$ cat config.mk
export PLATFORM = sky130hd
export DESIGN_NAME = chip_rst_seq_flat
export DESIGN_NICKNAME = d
export VERILOG_FILES = /design/src/rtl/chip_rst_seq_if.sv /design/src/rtl/chip_rst_seq.sv /design/src/flat_wrapper.sv
export SDC_FILE = /design/constraint.sdc
export NUM_CORES = 1
export LEC_CHECK = 0
export ABC_AREA = 0
export CAP_MARGIN = 0
export CORE_ASPECT_RATIO = 1.2
export CORE_UTILIZATION = 32
export DETAILED_ROUTE_END_ITERATION = 7
export GPL_ROUTABILITY_DRIVEN = 0
export SLEW_MARGIN = 5
export SYNTH_ARGS = -nofsm -noshare
export SYNTH_HDL_FRONTEND = slang
export SYNTH_SLANG_ARGS = --single-unit
$ cat constraint.sdc
create_clock -name clk -period 1.8 [get_ports clk]
set_input_delay 0.54 -clock clk [delete_from_list [all_inputs] [get_ports clk]]
set_output_delay 0.54 -clock clk [all_outputs]
set_load 0.05 [all_outputs]
$ cat src/rtl/chip_rst_seq_if.sv
// ============================================================================
// Module      : chip_rst_seq_if
// Description : Host/chip handshake bundle for the chip reset sequencer.
// Revision    : 1.0 - initial release
// ============================================================================
`default_nettype none

interface chip_rst_seq_if;
    logic       req;
    logic       chip_ready;
    logic       chip_rst_n;
    logic       busy;
    logic       done;
    logic       timeout_err;
    logic [7:0] rst_count;

    // master = platform controller / chip model, slave = sequencer
    modport master (
        output req, chip_ready,
        input  chip_rst_n, busy, done, timeout_err, rst_count
    );

    modport slave (
        input  req, chip_ready,
        output chip_rst_n, busy, done, timeout_err, rst_count
    );
endinterface

`default_nettype wire

$ cat src/rtl/chip_rst_seq.sv
// ============================================================================
// Module      : chip_rst_seq
// Description : Chip reset sequencer: hold chip_rst_n low, release, await ready.
//               Optional CHIP_RST_READY_SYNC_EN adds a 2-flop chip_ready sync.
// Revision    : 1.0 - initial release
// ============================================================================
`default_nettype none

module chip_rst_seq #(
    parameter int ASSERT_CYCLES = 204,
    parameter int WAIT_MAX      = 1024,
    parameter int CNT_W         = 16
) (
    input  wire            clk,
    input  wire            rst,
    chip_rst_seq_if.slave  bus
);

    typedef enum logic [1:0] {
        ST_ASSERT = 2'd0,
        ST_WAIT   = 2'd1,
        ST_READY  = 2'd2,
        ST_ERR    = 2'd3
    } state_t;

    localparam logic [CNT_W-1:0] c_ASSERT_LAST = CNT_W'(ASSERT_CYCLES - 1);
    localparam logic [CNT_W-1:0] c_WAIT_LAST   = CNT_W'(WAIT_MAX - 1);

    state_t             state_q, state_d;
    logic [CNT_W-1:0]   cnt_q, cnt_d;
    logic               chip_rst_n_q, chip_rst_n_d;
    logic               busy_q, busy_d;
    logic               done_q, done_d;
    logic               timeout_err_q, timeout_err_d;
    logic [7:0]         rst_count_q, rst_count_d;
    logic               ready_eff;

`ifdef CHIP_RST_READY_SYNC_EN
    logic [1:0] ready_sync_q;

    always_ff @(posedge clk) begin
        if (rst) begin
            ready_sync_q <= 2'b00;
        end else begin
            ready_sync_q <= {ready_sync_q[0], bus.chip_ready};
        end
    end

    assign ready_eff = ready_sync_q[1];
`else
    assign ready_eff = bus.chip_ready;
`endif

    always_ff @(posedge clk) begin
        if (rst) begin
            state_q       <= ST_ASSERT;
            cnt_q         <= '0;
            chip_rst_n_q  <= 1'b0;
            busy_q        <= 1'b1;
            done_q        <= 1'b0;
            timeout_err_q <= 1'b0;
            rst_count_q   <= 8'd0;
        end else begin
            state_q       <= state_d;
            cnt_q         <= cnt_d;
            chip_rst_n_q  <= chip_rst_n_d;
            busy_q        <= busy_d;
            done_q        <= done_d;
            timeout_err_q <= timeout_err_d;
            rst_count_q   <= rst_count_d;
        end
    end

    always_comb begin
        state_d       = state_q;
        cnt_d         = cnt_q;
        chip_rst_n_d  = chip_rst_n_q;
        busy_d        = busy_q;
        done_d        = 1'b0;
        timeout_err_d = timeout_err_q;
        rst_count_d   = rst_count_q;

        unique case (state_q)
            ST_ASSERT: begin
                chip_rst_n_d = 1'b0;
                busy_d       = 1'b1;
                if (bus.req) begin
                    cnt_d = '0;
                end else if (cnt_q == c_ASSERT_LAST) begin
                    state_d      = ST_WAIT;
                    cnt_d        = '0;
                    chip_rst_n_d = 1'b1;
                end else begin
                    cnt_d = cnt_q + CNT_W'(1);
                end
            end
            ST_WAIT: begin
                // req beats ready, ready beats timeout
                if (bus.req) begin
                    state_d      = ST_ASSERT;
                    cnt_d        = '0;
                    chip_rst_n_d = 1'b0;
                    busy_d       = 1'b1;
                end else if (ready_eff) begin
                    state_d = ST_READY;
                    cnt_d   = '0;
                    done_d  = 1'b1;
                    busy_d  = 1'b0;
                    if (rst_count_q != 8'hFF) begin
                        rst_count_d = rst_count_q + 8'd1;
                    end
                end else if (cnt_q == c_WAIT_LAST) begin
                    state_d       = ST_ERR;
                    cnt_d         = '0;
                    timeout_err_d = 1'b1;
                    busy_d        = 1'b0;
                end else begin
                    cnt_d = cnt_q + CNT_W'(1);
                end
            end
            ST_READY, ST_ERR: begin
                cnt_d        = '0;
                chip_rst_n_d = 1'b1;
                busy_d       = 1'b0;
                if (bus.req) begin
                    state_d       = ST_ASSERT;
                    chip_rst_n_d  = 1'b0;
                    busy_d        = 1'b1;
                    timeout_err_d = 1'b0;
                end
            end
            default: begin
                state_d = ST_ASSERT;
                cnt_d   = '0;
            end
        endcase
    end

    assign bus.chip_rst_n  = chip_rst_n_q;
    assign bus.busy        = busy_q;
    assign bus.done        = done_q;
    assign bus.timeout_err = timeout_err_q;
    assign bus.rst_count   = rst_count_q;

endmodule

`default_nettype wire

$ cat src/flat_wrapper.sv
// flat-port wrapper written by rule: the top's interface ports become plain ports
module chip_rst_seq_flat 
#(
    parameter int ASSERT_CYCLES = 204,
    parameter int WAIT_MAX      = 1024,
    parameter int CNT_W         = 16
)
  (clk, rst, bus_req, bus_chip_ready, bus_chip_rst_n, bus_busy, bus_done, bus_timeout_err, bus_rst_count);
  chip_rst_seq_if bus_i ();
  input  wire clk;
  input  wire rst;
  input wire logic [$bits(bus_i.req)-1:0] bus_req;
  input wire logic [$bits(bus_i.chip_ready)-1:0] bus_chip_ready;
  output wire logic [$bits(bus_i.chip_rst_n)-1:0] bus_chip_rst_n;
  output wire logic [$bits(bus_i.busy)-1:0] bus_busy;
  output wire logic [$bits(bus_i.done)-1:0] bus_done;
  output wire logic [$bits(bus_i.timeout_err)-1:0] bus_timeout_err;
  output wire logic [$bits(bus_i.rst_count)-1:0] bus_rst_count;
  assign bus_i.req = bus_req;
  assign bus_i.chip_ready = bus_chip_ready;
  assign bus_chip_rst_n = bus_i.chip_rst_n;
  assign bus_busy = bus_i.busy;
  assign bus_done = bus_i.done;
  assign bus_timeout_err = bus_i.timeout_err;
  assign bus_rst_count = bus_i.rst_count;
  chip_rst_seq #(.ASSERT_CYCLES(ASSERT_CYCLES), .WAIT_MAX(WAIT_MAX), .CNT_W(CNT_W)) u_core (.clk(clk), .rst(rst), .bus(bus_i));
endmodule
==> metrics.txt, run 1 <==
CTS Buffer Depth 2; Die W 61.7 um; pins over their slew limit 0; fmax 586 MHz; Worst Setup Start Kind register; worst skew pair latency 290 ps; mean post-synth cell area 9.12 sq um; Hold Crit Depth 1; top-count cell post-synth dfxtp_1; R2R cell count 4; Hold EP u_core.bus.busy; Initial Utilization 34.2%; Max VDD drop 284 uV; antenna violations before repair 0; Core Region 4000 sq um; DRT iter0 DRCs 128; vias in the first global route 1227; clk_skew 8.34 ps; reg-to-reg critical path startpoint u_core.cnt_q[2]; global-route wire length before repair 5.24 mm; Top FF cell, synth dfxtp_1; crit end category register; Routed Wire Length 3.28 mm; post-DR wirelength/cell 13.5 um; pwr dens 649 nW/um^2; ys async rst share 0%; Post-Place Setup Slack -400 ps; # fillers 394; crit path kind reg2reg; Required @ worst endpoint 2020 ps; clk root buf clkbuf_8; library cells used by synthesis 43; DRT Pass-1 Iters 6; worst hold slack 463 ps; RSZ-0062 raised after global routing false; r2r setup slk 90 ps; number of I/O port buffers 15; clock slew at reported path FFs 70 ps; Lkg Pwr 0.695 nW; hold path start u_core.bus.busy; Overall Power 1.29 mW; Die ar. 4540 sq um; Num CTS Buffers 5; R2R Path End u_core.cnt_q[13]; design area 1980 sq um; Post-Syn Area 1370 sq um; count of hold buffers inserted by post-cts repair 0; # nets final 194; FF+latch count, synth 30; Final setup viols 0; CTS tree built; Final HPWL DP 2.19 mm; critical path peak fanout 7; Rows 25; dpl cell area 1770 sq um; Post-synth EDFFs 0; final count of hold timing violations 0; type of the most critical hold path reg2reg; maximum number of pins on one net before global-route repair 17; chip height 73.6 um; Post-synth top cells dfxtp_1, nor2_1, xnor2_1; Synth Warn # 0; Max Cap Viol 0; Seq/Total Area, Yosys 43.9%; cells after synthesis 150; clock sink count 30; I/O Pins 16; Final ANT Viol Nets 0; grt total ovfl 0; ratio of final minimum period to clock period 94.8%; placed cells 233; crit path DAT 1930 ps; share of post-route cells with drive strength above 1 32.3%; # diodes 0; worst setup margin 93.4 ps; Post-route DRC 0; Syn Nets 156; outcome finished clean; fin crit period 1710 ps; post-DR vias/cell 5.25; Slew HR 57.5%; Least-Margin Pin Slew 633 ps; top cells by area, synth dfxtp_1, xnor2_1, nor2_1; CTS HTree Levels 2; Util after Layout 49.5%; via count 1276; area leader, netlist dfxtp_1; setup_tns 0 ps; post-synth top area share 43.9%; Layout Cells excl Fill 243; area grow syn2layout 45.0%; GRT Total Usage 15.9%
[worst max-delay path: stages (launching register included)]
cell and delay, ps:
dfxtp_1 460, nand3_2 110, or4_4 580, or3_1 350
a21oi_2 150
[logic make-up (layout without fill, tap and decap cells)]
| logic type | Yosys count | after routing | share of synthesized area [%] |
|---|---|---|---|
| xor gates and xnor gates | 15 | 15 | 9.61 |
| adders and majority gates | 2 | 2 | 1.83 |
| buffers and inverters | 8 | 46 | 3.11 |
| and+or+nand+nor | 70 | 70 | 29.0 |
| muxes | 2 | 2 | 1.56 |
| AOI/OAI and AO/OA | 23 | 24 | 11.0 |
| DFF | 30 | 30 | 43.9 |
[worst max path at each step]
stage                    start                       to  slack [ps]  cells past startpoint
2_1_floorplan          bus_req  u_core.bus.rst_count[5]         -20                      4
3_3_place_gp           bus_req  u_core.bus.rst_count[7]        -340                      6
3_5_place_dp           bus_req  u_core.bus.rst_count[7]        -400                      6
4_1_cts         bus_chip_ready          u_core.cnt_q[3]          -5                      6
5_1_grt        u_core.cnt_q[1]         u_core.cnt_q[10]          20                      5
6_report       u_core.cnt_q[2]         u_core.cnt_q[13]          90                      4
[power breakdown]
part / switching, mW / internal, mW / leakage, nW
Combinational: 0.0246 / 0.0201 / 0.405
Clock: 0.269 / 0.307 / 0.0472
Sequential: 0.00146 / 0.666 / 0.243
Total: 0.295 / 0.993 / 0.695
[metal layers]
layer	vias up	share of wire (%)	global-route usage, %
met5	-	0	0
met4	0	1.9	7.90
met3	6	4.7	4.93
met2	38	51	27.1
met1	606	42	17.2
li1	626	-	-
[cell type report]
| type | count | area (sq um) | share of cell area [%] |
|---|---|---|---|
| repair buffers | 34 | 372 | 18.7 |
| flip-flops and latches | 30 | 603 | 30.4 |
| well taps | 54 | 67.6 | 3.41 |
| clock inverters | 2 | 12.5 | 0.631 |
| inverters | 4 | 15.0 | 0.757 |
| multi-input cells | 113 | 831 | 41.9 |
| clock buffers | 6 | 82.6 | 4.16 |
[cells in the final DEF, fill, tap and decap left out, types with 3 or more instances in the layout]
cell | synthesis | layout
nand3_1 | 7 | 7
clkbuf_8 | 0 | 6
buf_12 | 0 | 8
o21ai_0 | 6 | 6
dfxtp_1 | 30 | 28
inv_1 | 4 | 4
nor2_1 | 23 | 20
nand4_1 | 4 | 4
nand2_1 | 7 | 7
nor4_1 | 5 | 3
nor2_2 | 0 | 3
buf_4 | 1 | 22
a21oi_1 | 7 | 6
xor2_1 | 4 | 4
nor2b_1 | 3 | 3
xnor2_1 | 11 | 11
[registers in the layout, indices dropped and copies added, names as in the netlist]
signal and cells:
u_core.bus.chip_rst_n 1, u_core.cnt_q 16, u_core.bus.rst_count 8, u_core.bus.done 1
u_core.bus.timeout_err 1, u_core.state_q 2, u_core.bus.busy 1
[timing repair]
action	in CTS	in global routing
endpoints found under the setup margin	21	21
pin swaps	2	5
setup buffers	0	1
resized for setup	8	9
cloned	0	1
No activity file was read; power rests on OpenSTA's default activity.
==> run 2: changes to the inputs <==
--- a/config.mk
+++ b/config.mk
@@ -5,12 +5,16 @@
 export SDC_FILE = /design/constraint.sdc
 export NUM_CORES = 1
 export LEC_CHECK = 0
-export ABC_AREA = 0
+export ABC_AREA = 1
 export CAP_MARGIN = 0
+export CELL_PAD_IN_SITES_DETAIL_PLACEMENT = 0
+export CELL_PAD_IN_SITES_GLOBAL_PLACEMENT = 2
 export CORE_ASPECT_RATIO = 1.2
-export CORE_UTILIZATION = 32
+export CORE_UTILIZATION = 28
+export CTS_CLUSTER_DIAMETER = 150
 export DETAILED_ROUTE_END_ITERATION = 7
 export GPL_ROUTABILITY_DRIVEN = 0
+export PLACE_DENSITY_LB_ADDON = 0.1
 export SLEW_MARGIN = 5
 export SYNTH_ARGS = -nofsm -noshare
 export SYNTH_HDL_FRONTEND = slang
==> metrics.txt, run 2 <==
setup_tns 0 ps; antenna violations before repair 0; post-synth top area share 39.1%; Synth Warn # 0; Routed Wire Length 3.23 mm; most frequent cells in the layout nand2_1, nor2_1, dfxtp_1, inv_1; Slew HR 82.6%; commonest non-fill, non-tap cell in the layout nand2_1; area grow syn2layout 26.6%; Seq/Total Area, Yosys 39.1%; most flop-heavy register u_core.cnt_q; FF+latch count, synth 30; crit end category register; Max Cap Viol 0; Post-synth EDFFs 0; placed cells 301; top-count cell post-synth nand2_1; I/O Pins 16; Post-route DRC 0; chip height 83.2 um; Hold EP u_core.cnt_q[0]; Die ar. 5790 sq um; CTS tree built; Core Region 5300 sq um; post-synthesis adder-cell area fraction 1.63%; design area 1950 sq um; outcome finished clean; # diodes 0; Final ANT Viol Nets 0; Final HPWL DP 2.49 mm; largest family of logic cells by synthesized area simple AND/OR/NAND/NOR gates; Worst Setup Start Kind primary input; # Post-CTS Setup Buffers 0; Least-Margin Pin Slew 260 ps; dpl cell area 1870 sq um; count of hold buffers inserted by post-cts repair 0; Initial Utilization 29.0%; Syn Nets 222; Post-Place Setup Slack -75.4 ps; type of the most critical hold path reg2reg; number of I/O port buffers 15; final count of hold timing violations 0; vias in the first global route 1297; area leader, netlist dfxtp_1; post-DR vias/cell 4.47; # nets final 252; Required @ worst endpoint 2010 ps; worst setup margin 227 ps; post-cts resize count 0; RSZ-0062 raised after global routing false; mean post-synth cell area 7.12 sq um; worst skew pair latency 270 ps; fin crit period 1570 ps; DRT Pass-1 Iters 4; library cells used by synthesis 23; Layout Cells excl Fill 308; CTS HTree Levels 2; clk root buf clkbuf_8; cells after synthesis 216; Die W 69.7 um; maximum number of pins on one net before global-route repair 17; Rows 29; Hold Crit Depth 1; clk_skew 3.62 ps; GRT Total Usage 12.4%; Post-Syn Area 1540 sq um; max reg flops 16; Num CTS Buffers 5; r2r setup slk 240 ps; top cells by area, synth dfxtp_1, nand2_1, nor2_1; ys async rst share 0%; Final setup viols 0; simple-gate share of the synthesized area 39.7%; Lkg Pwr 0.799 nW; DRT iter0 DRCs 26; share of post-route cells with drive strength above 1 20.7%; via count 1376; Util after Layout 36.8%; pwr dens 622 nW/um^2; ratio of final minimum period to clock period 87.4%; global-route wire length before repair 5.77 mm; crit path kind in2reg; Top FF cell, synth dfxtp_1; critical path peak fanout 16; grt total ovfl 0; post-DR wirelength/cell 10.5 um; crit path DAT 1780 ps; xor and xnor area share after synthesis 8.54%; clock sink count 30; Post-synth top cells nand2_1, nor2_1, dfxtp_1; R2R cell count 8; post-synthesis mux area share 0%; Synth Area in Compound Gates 4.15%; reg-to-reg critical path startpoint u_core.cnt_q[0]; clock slew at reported path FFs 60 ps; hold path start u_core.cnt_q[0]; CTS Buffer Depth 2; Max VDD drop 300 uV; pins over their slew limit 0; fmax 636 MHz; R2R Path End u_core.cnt_q[14]
[run 2: cell types whose count changed in the layout (fill, tap and decap cells not counted), moves of 5 or more]
cell / change
buf_4: -8
nand2_1: +43
nand2_2: +5
nor2_1: +18
xnor2_1: -5
inv_1: +16
xor2_1: +5
nor2_2: +11
nand3_1: +6
[run 2: logic make-up (layout without fill, tap and decap cells)]
logic type	after synthesis	after routing
adder cells (fa/ha/maj)	2	2
AND/OR/NAND/NOR	133	133
buffers and inverters	24	54
AO/OA/AOI/OAI	12	12
flip-flops	30	30
XOR/XNOR	15	15
[run 2: cell type report]
cell class / count / area [sq um]
Clock buffer: 7 / 76.3
Multi-Input combinational cell: 162 / 831
Tap cell: 62 / 77.6
Inverter: 23 / 86.3
Timing Repair Buffer: 24 / 275
Sequential cell: 30 / 601
Fill cell: 556 / 3350
[run 2: critical path, stage by stage]
cell and delay, ps:
clkdlybuf4s50_1 420, inv_1 80, nand2_1 100, nor2_2 150, nand2_2 90, nand2_2 90, nand2_4 150, nor2_1 150
[run 2: per-layer routing]
layer	global-route usage (%)	wire [um]
met2	20.6	1520
met1	14.4	1530
met4	5.45	62
met3	4.13	120
met5	0	0
[run 2: power by group]
group,switching (mW),internal [mW]
clock,0.232,0.265
combinational,0.0259,0.0188
sequential,0.00165,0.666
[run 2: per-stage QoR]
stage / hold slack (ps) / power [mW]
after CTS: 461 / 1.25
after global placement: 441 / 0.728
after detailed placement: 446 / 0.728
final: 456 / 1.21
after floorplan: 427 / 0.708
after global routing: 478 / 1.28
[run 2: how the worst max path moves through the flow]
stage / from / endpoint / slack, ps / depth (start not counted)
2_1_floorplan: u_core.bus.rst_count[0] / u_core.bus.rst_count[0] / 130 / 8
3_3_place_gp: bus_req / u_core.bus.rst_count[4] / -80 / 9
3_5_place_dp: bus_req / u_core.bus.rst_count[4] / -80 / 9
4_1_cts: u_core.cnt_q[0] / u_core.cnt_q[14] / 210 / 8
5_1_grt: bus_req / u_core.bus.rst_count[4] / 60 / 9
6_report: bus_req / u_core.cnt_q[14] / 230 / 8
